--- config.mk ---
export PLATFORM = sky130hd
export DESIGN_NAME = wb_burst_master
export DESIGN_NICKNAME = d
export VERILOG_FILES = /design/src/rtl/wb_burst_master.sv
export SDC_FILE = /design/constraint.sdc
export NUM_CORES = 1
export LEC_CHECK = 0
export BUFFER_PORTS_ARGS = -buffer_cell sky130_fd_sc_hd__clkbuf_2
export CORE_ASPECT_RATIO = 2
export CORE_MARGIN = 10
export CORE_UTILIZATION = 25
export DETAILED_ROUTE_END_ITERATION = 8
export PLACE_DENSITY = 0.52
export SKIP_LAST_GASP = 1
export SYNTH_ARGS = -nofsm -noshare
export SYNTH_HDL_FRONTEND = slang
export SYNTH_SLANG_ARGS = --single-unit
--- constraint.sdc ---
create_clock -name clk -period 2.4 [get_ports clk]
set_clock_uncertainty 0.05 [all_clocks]
set_input_delay 0.24 -clock clk [delete_from_list [all_inputs] [get_ports clk]]
set_output_delay 0.24 -clock clk [all_outputs]
set_load 0.05 [all_outputs]
--- src/rtl/wb_burst_master.sv ---
// wb_burst_master
//   Wishbone classic initiator. A local command (address, word count,
//   direction) becomes a locked burst of single-word handshakes. Each
//   handshake holds stb until ack, then waits for ack to fall before the
//   next strobe.
//
// Ports
//   clk, rst            clock, asynchronous active-low reset
//   cmd_*               command channel (vld/rdy handshake, we, adr, len)
//   wr_dat/vld/rdy      write word stream into the master
//   rd_dat/rd_vld       read word stream out of the master (no backpressure)
//   done/err            completion pulse, err=1 when aborted by timeout
//   busy                state is not IDLE
//   slv_int             one-cycle pulse per rising edge of wbm_int_i
//   wbm_*               Wishbone master side
module wb_burst_master #(
    parameter int unsigned TIMEOUT_CYCLES = 256,
    parameter int unsigned LEN_WIDTH      = 16
) (
    input  logic                 clk,
    input  logic                 rst,
    input  logic                 cmd_vld,
    output logic                 cmd_rdy,
    input  logic                 cmd_we,
    input  logic [31:0]          cmd_adr,
    input  logic [LEN_WIDTH-1:0] cmd_len,
    input  logic [31:0]          wr_dat,
    input  logic                 wr_vld,
    output logic                 wr_rdy,
    output logic [31:0]          rd_dat,
    output logic                 rd_vld,
    output logic                 done,
    output logic                 err,
    output logic                 busy,
    output logic                 slv_int,
    output logic                 wbm_we_o,
    output logic                 wbm_stb_o,
    output logic                 wbm_cyc_o,
    output logic [31:0]          wbm_adr_o,
    output logic [31:0]          wbm_dat_o,
    input  logic [31:0]          wbm_dat_i,
    input  logic                 wbm_ack_i,
    input  logic                 wbm_int_i
);

    typedef enum logic [2:0] {IDLE, WDATA, STROBE, RELEASE, FINISH} state_t;

    // Counter compares against the last allowed cycle, so a phase lasts
    // exactly TIMEOUT_CYCLES cycles before the abort.
    localparam logic [15:0] TMO_LAST = 16'(TIMEOUT_CYCLES - 1);

    state_t               state_q, state_d;
    logic [31:0]          adr_q, adr_d;
    logic [31:0]          dat_q, dat_d;
    logic [LEN_WIDTH-1:0] left_q, left_d;
    logic                 we_q, we_d;
    logic                 err_q, err_d;
    logic [15:0]          tmo_q, tmo_d;
    logic                 int_q, int_pulse_q;

    always_ff @(posedge clk or negedge rst) begin
        if (!rst) begin
            state_q     <= IDLE;
            adr_q       <= '0;
            dat_q       <= '0;
            left_q      <= '0;
            we_q        <= 1'b0;
            err_q       <= 1'b0;
            tmo_q       <= '0;
            int_q       <= 1'b0;
            int_pulse_q <= 1'b0;
        end else begin
            state_q     <= state_d;
            adr_q       <= adr_d;
            dat_q       <= dat_d;
            left_q      <= left_d;
            we_q        <= we_d;
            err_q       <= err_d;
            tmo_q       <= tmo_d;
            int_q       <= wbm_int_i;
            int_pulse_q <= wbm_int_i & ~int_q;
        end
    end

    always_comb begin
        state_d = state_q;
        adr_d   = adr_q;
        dat_d   = dat_q;
        left_d  = left_q;
        we_d    = we_q;
        err_d   = err_q;
        tmo_d   = tmo_q;
        case (state_q)
            IDLE: begin
                if (cmd_vld) begin
                    adr_d  = cmd_adr;
                    left_d = cmd_len;
                    we_d   = cmd_we;
                    err_d  = 1'b0;
                    tmo_d  = '0;
                    if (cmd_len == '0)  state_d = FINISH;
                    else if (cmd_we)    state_d = WDATA;
                    else                state_d = STROBE;
                end
            end
            WDATA: begin
                if (wr_vld) begin
                    dat_d   = wr_dat;
                    state_d = STROBE;
                end
            end
            STROBE: begin
                if (wbm_ack_i) begin
                    left_d  = left_q - LEN_WIDTH'(1);
                    adr_d   = adr_q + 32'd1;
                    tmo_d   = '0;
                    state_d = RELEASE;
                end else if (tmo_q == TMO_LAST) begin
                    err_d   = 1'b1;
                    state_d = FINISH;
                end else begin
                    tmo_d = tmo_q + 16'd1;
                end
            end
            RELEASE: begin
                // Next strobe only once the slave has dropped ack.
                if (!wbm_ack_i) begin
                    tmo_d = '0;
                    if (left_q == '0) state_d = FINISH;
                    else if (we_q)    state_d = WDATA;
                    else              state_d = STROBE;
                end else if (tmo_q == TMO_LAST) begin
                    err_d   = 1'b1;
                    state_d = FINISH;
                end else begin
                    tmo_d = tmo_q + 16'd1;
                end
            end
            FINISH:  state_d = IDLE;
            default: state_d = IDLE;
        endcase
    end

    // cmd_rdy is gated by rst so it reads 0 while reset is held.
    assign cmd_rdy   = rst & (state_q == IDLE);
    assign wr_rdy    = (state_q == WDATA);
    assign rd_vld    = (state_q == STROBE) & wbm_ack_i & ~we_q;
    assign rd_dat    = rd_vld ? wbm_dat_i : '0;
    assign done      = (state_q == FINISH);
    assign err       = err_q;
    assign busy      = (state_q != IDLE);
    assign slv_int   = int_pulse_q;
    assign wbm_stb_o = (state_q == STROBE);
    assign wbm_cyc_o = (state_q == WDATA) | (state_q == STROBE) | (state_q == RELEASE);
    assign wbm_we_o  = we_q & wbm_cyc_o;
    assign wbm_adr_o = adr_q;
    assign wbm_dat_o = dat_q;

endmodule

After elaboration in Yosys (flattened, before gate mapping)
Cells that the tools add are included.
- bits of input ports: 119
- register bits after elaboration: 103
- output and inout bits: 106
- bitwise operators: 9
- muxes and demuxes: 27
- add/sub/neg operators: 3
- equality and inequality tests: 10
- reductions and logical operators: 12
- operators with widths (cell ; number):
    $mux W16 ; 6
    $mux W32 ; 3
    $pmux W32 S2 ; 1
    $pmux W16 S3 ; 1
    $add A32 B1 Y32 const B ; 1
    $logic_not A16 Y1 ; 2
    $pmux W16 S2 ; 1
    $mux W3 ; 7
    $add A16 B1 Y16 const B ; 1
    $eq A16 B8 Y1 const B ; 1
    $sub A16 B1 Y16 const B ; 1
    $pmux W3 S4 ; 1
    $ne A2 B2 Y1 const B ; 4
    $reduce_and A2 Y1 ; 4
    $eq A3 B2 Y1 const B ; 2
    $reduce_bool A3 Y1 ; 2
    $and A1 B1 Y1 ; 5
    $mux W1 ; 4
    $mux W2 ; 2
    $reduce_and A4 Y1 ; 1
    $eq A3 B1 Y1 const B ; 1
    $eq A3 B3 Y1 const B ; 1
    $logic_not A3 Y1 ; 1
    $pmux W1 S3 ; 1
    5 further kinds ; 7

Logic depth before layout (Yosys ltp)
- depth after elaboration: 4
- mapped depth: 8

Least setup slack after synthesis
OpenSTA, ideal clock, no wires.
- kind: reg-to-reg
- start point: reg state_q[1]
- end point: reg dat_q[10] (netlist: wbm_dat_o[10])
- library setup time: 0.125 ns
- arrival: 2.202 ns
- cell stages (with the launch flop): 8
- path buffers: 2
- setup slack: 0.024 ns
- path through: dfrtp_1 inv_2 nand2_1 nor2_1 and2_1 clkbuf_1 buf_2 mux2_2
- word-level cells in the longest chain between the ends: 2
- ends and longest elaborated chain (item ; line ; RTL):
    start: declaration ; 52 ; state_t state_q, state_d;
    start signal: assignment ; 73 ; state_q <= state_d;
    $eq A3 B1 Y1 ; - ;
    via wr_rdy ; 29 ; output logic wr_rdy,
    $reduce_and A2 Y1 (no line) ; - ;
    end signal: assignment ; 75 ; dat_q <= dat_d;
    end: declaration ; 54 ; logic [31:0] dat_q, dat_d;
The timed path passes the listed nets, and every way through them passes these cells.
A chain may end at the register's enable or synchronous reset.

Worst setup path in the final report
- start point: reg state_q[2]
- end point: out rd_dat[14]
- word-level cells in the longest chain between the ends: 4
- ends and longest elaborated chain (item ; line ; RTL):
    $eq A3 B2 Y1 ; 147 ; assign rd_vld = (state_q == STROBE) & wbm_ack_i & ~we_q;
    $and A1 B1 Y1 (2 in a row) ; 147 ;
    $mux W32 ; 148 ; assign rd_dat = rd_vld ? wbm_dat_i : '0;
    end: declaration ; 30 ; output logic [31:0] rd_dat,
No other way between the ends.

==> qor.txt <==
M2 GR Usage: 27.57%
Core Area: 0.02274 sq mm
Largest delay share family, worst path: simple AND/OR/NAND/NOR gates
Clock Tree Root: clkbuf_16
Largest net degree at the start of global routing: 104
Gr usage total: 14.49%
Final Total Pwr: 0.01172 W
Final wirelength: 21970 um
Mapped Nets: 762
Row count: 78
Area of the die: 0.03006 sq mm
Die width: 127.7 um
Rel. slew slack: 58.70%
GPL Wtd Cong: 0.7908
Fin. Hold Viols: 0
FMAX: 0.4370 GHz
Top_reg_cell synth: dfrtp_1
Worst Path Buf+Inv: 2
Peak VDD IR: 0.0006359 V
TritonCTS clock tree: done
Status: finished clean
Most frequent cells in the layout: clkbuf_2, dfrtp_1, a21oi_1, nor2_1, nand2_1
Tcrit/Tclk final: 95.35%
Synthesis Warnings: 0
Crit path top cell by count: buf_12
M3 GR Usage: 3.290%
Final #Nets: 981
Crit path capture type: output port
Setup_tns: 0 ps
Vias in the first global route: 5963
CP max-delay cell: dfrtp_1
Initial Util: 25.51%
Syn Area/Cell: 9.063 sq um
Antenna Nets Post-Route: 0
Fin. max-slew vios: 0
Port Buffer Count: 224
H-tree levels: 3
Drt wl/cell: 19.19 um
Post-synthesis cell count: 640
Crit path DAT: 2000 ps
DRC: 0
Vias per inst: 5.045
Layout cell share with drive strength beyond 1: 35.65%
Post-Syn Area: 0.005801 sq mm
Initial antenna violation count: 1
Ranking of synthesized cells by area: dfrtp_1, mux2_2, a21oi_1
Setup-failing EPs final: 0
Most Crowded Layer GR: met2
Worst-path cell chain: and2b_1 -> nand3_1 -> nor2_1 -> buf_12 -> and2_1 -> buf_12
Commonest non-fill, non-tap cell in the layout: clkbuf_2
First-pass GRT wire length: 34360 um
I/O pins: 225
DRT iter0 DRCs: 205
Clock sinks: 103
# Post-CTS Setup Buffers: 0
HPWL Detailed: 17320 um
Pre-antenna DRT Iters: 4
CP peak stage delay: 400 ps
Synth cell types: 65
Tmin final: 2288 ps
Crit Path Class: register to output port
Worst Max-Slew Pin Slew: 619.5 ps
Worst-Skew Late Latency: 370 ps
Crit path launch type: register
Clk slew on worst S/H paths: 80 ps
Max Fanout on Critical Path: 33
Die Height: 235.4 um
Leak pwr: 3.654 nW
Cell taking the most area after synthesis: dfrtp_1
P&R area growth vs syn: 41.24%
Number of synthesized register bits: 103
PD cells: 1430 mW/mm^2
RSZ-0062 raised after global routing: no
Clk buf depth: 2
Post-synthesis sequential area ratio: 44.43%
HP Class: input port to register
Area share of the largest cell type after synthesis: 44.43%
Met1 usage: 14.54%
Ys async rst share: 100.0%
DR vias: 5776
Worst EP required: 2110 ps
TritonCTS buffer count: 9
Overflow after GRT: 0
Max Cap Violations: 0
EDFF count, synth: 0
[worst paths after layout]
path | startpoint | end | slack [ps] | depth (start not counted)
max | state_q[2]$_DFFE_PN0P_ | rd_dat[14] | 110 | 6
min | wr_dat[25] | wbm_dat_o[25]$_DFFE_PN0P_ | 50 | 2
max reg2reg | left_q[0]$_DFFE_PN0P_ | state_q[1]$_DFFE_PN0P_ | 240 | 7
min reg2reg | int_q$_DFF_PN0_ | slv_int$_DFF_PN0_ | 340 | 1
max in group asynchronous | rst | wbm_dat_o[11]$_DFFE_PN0P_ | 1370 | 3
min in group asynchronous | rst | tmo_q[2]$_DFFE_PN0P_ | 440 | 3
[logic make-up (layout without fill, tap and decap cells)]
kind of cell / Yosys count / in the layout / share of synthesized area (%)
flip-flops: 103 / 103 / 44.43
buffers and inverters: 54 / 278 / 4.055
AO/OA/AOI/OAI: 174 / 174 / 18.36
other: 0 / 1 / 0
AND/OR/NAND/NOR: 263 / 263 / 24.61
adder cells (fa/ha/maj): 3 / 3 / 0.6472
multiplexers: 33 / 33 / 6.385
XOR/XNOR: 10 / 10 / 1.510
[cell type report]
cell class / count / area, sq um
antenna: 1 / 2.502
sequential: 103 / 2579
multi-input combinational: 483 / 2995
fill: 2354 / 14550
timing repair buffer: 247 / 1899
clock inverter: 7 / 85.08
tap: 280 / 350.3
clock buffer: 9 / 225.2
inverter: 15 / 56.30
[per-stage QoR]
| step | cell area [sq um] | std cells | util [%] | worst slack (ps) | hold WS, ps |
|---|---|---|---|---|---|
| detailed placement | 7859 | 1126 | 34.56 | 277.5 | 315.6 |
| finish | 8193 | 1145 | 36.03 | 111.5 | 48.43 |
| CTS | 8189 | 1144 | 36.01 | 34.99 | 26.41 |
| global route | 8193 | 1145 | 36.03 | 14.04 | 37.26 |
| global placement | 7859 | 1126 | 34.56 | 308.0 | 310.4 |
| floorplan | 5801 | 640 | - | 23.58 | -105.6 |
[repair_timing]
action | CTS | global route
hold buffers | 2 | 0
endpoints found under the hold margin | 104 | 0
resized for setup | 0 | 1
endpoints found under the setup margin | 0 | 1
[synth_stat cells, types with 3 or more instances]
cell,number
nor3_1,14
a21oi_1,59
dfrtp_1,103
and3_1,12
nand2b_1,3
a211oi_1,5
o211ai_1,6
a311oi_1,3
nor4_1,12
a31oi_1,6
nand3_1,24
mux2_2,32
o22a_1,3
and4_1,9
xor2_1,9
clkbuf_1,16
o22ai_1,10
inv_1,13
nor2_1,56
a2bb2oi_1,6
nand2_1,50
and2_1,40
ha_1,3
o31ai_1,3
nand4_1,22
o21ai_0,46
buf_2,20
a22oi_1,7
[routing by layer]
metal | vias up | share of wire, %
met5 | - | 0
met4 | 0 | 2.4
met3 | 28 | 5.7
met2 | 181 | 56
met1 | 2787 | 36
li1 | 2780 | -
[power breakdown]
group	total, W	switching [W]	leakage, nW	internal (W)
sequential	0.00325	0.000793	1.24	0.00246
clock	0.00159	0.000760	0.153	0.000833
combinational	0.00687	0.00471	2.26	0.00217
[flip-flops by register name (all words and copies together), names as in the netlist]
name	cells
wbm_dat_o	32
we_q	1
wbm_adr_o	32
left_q	16
int_q	1
state_q	3
tmo_q	16
err	1
slv_int	1
No activity file was read; power rests on OpenSTA's default activity.
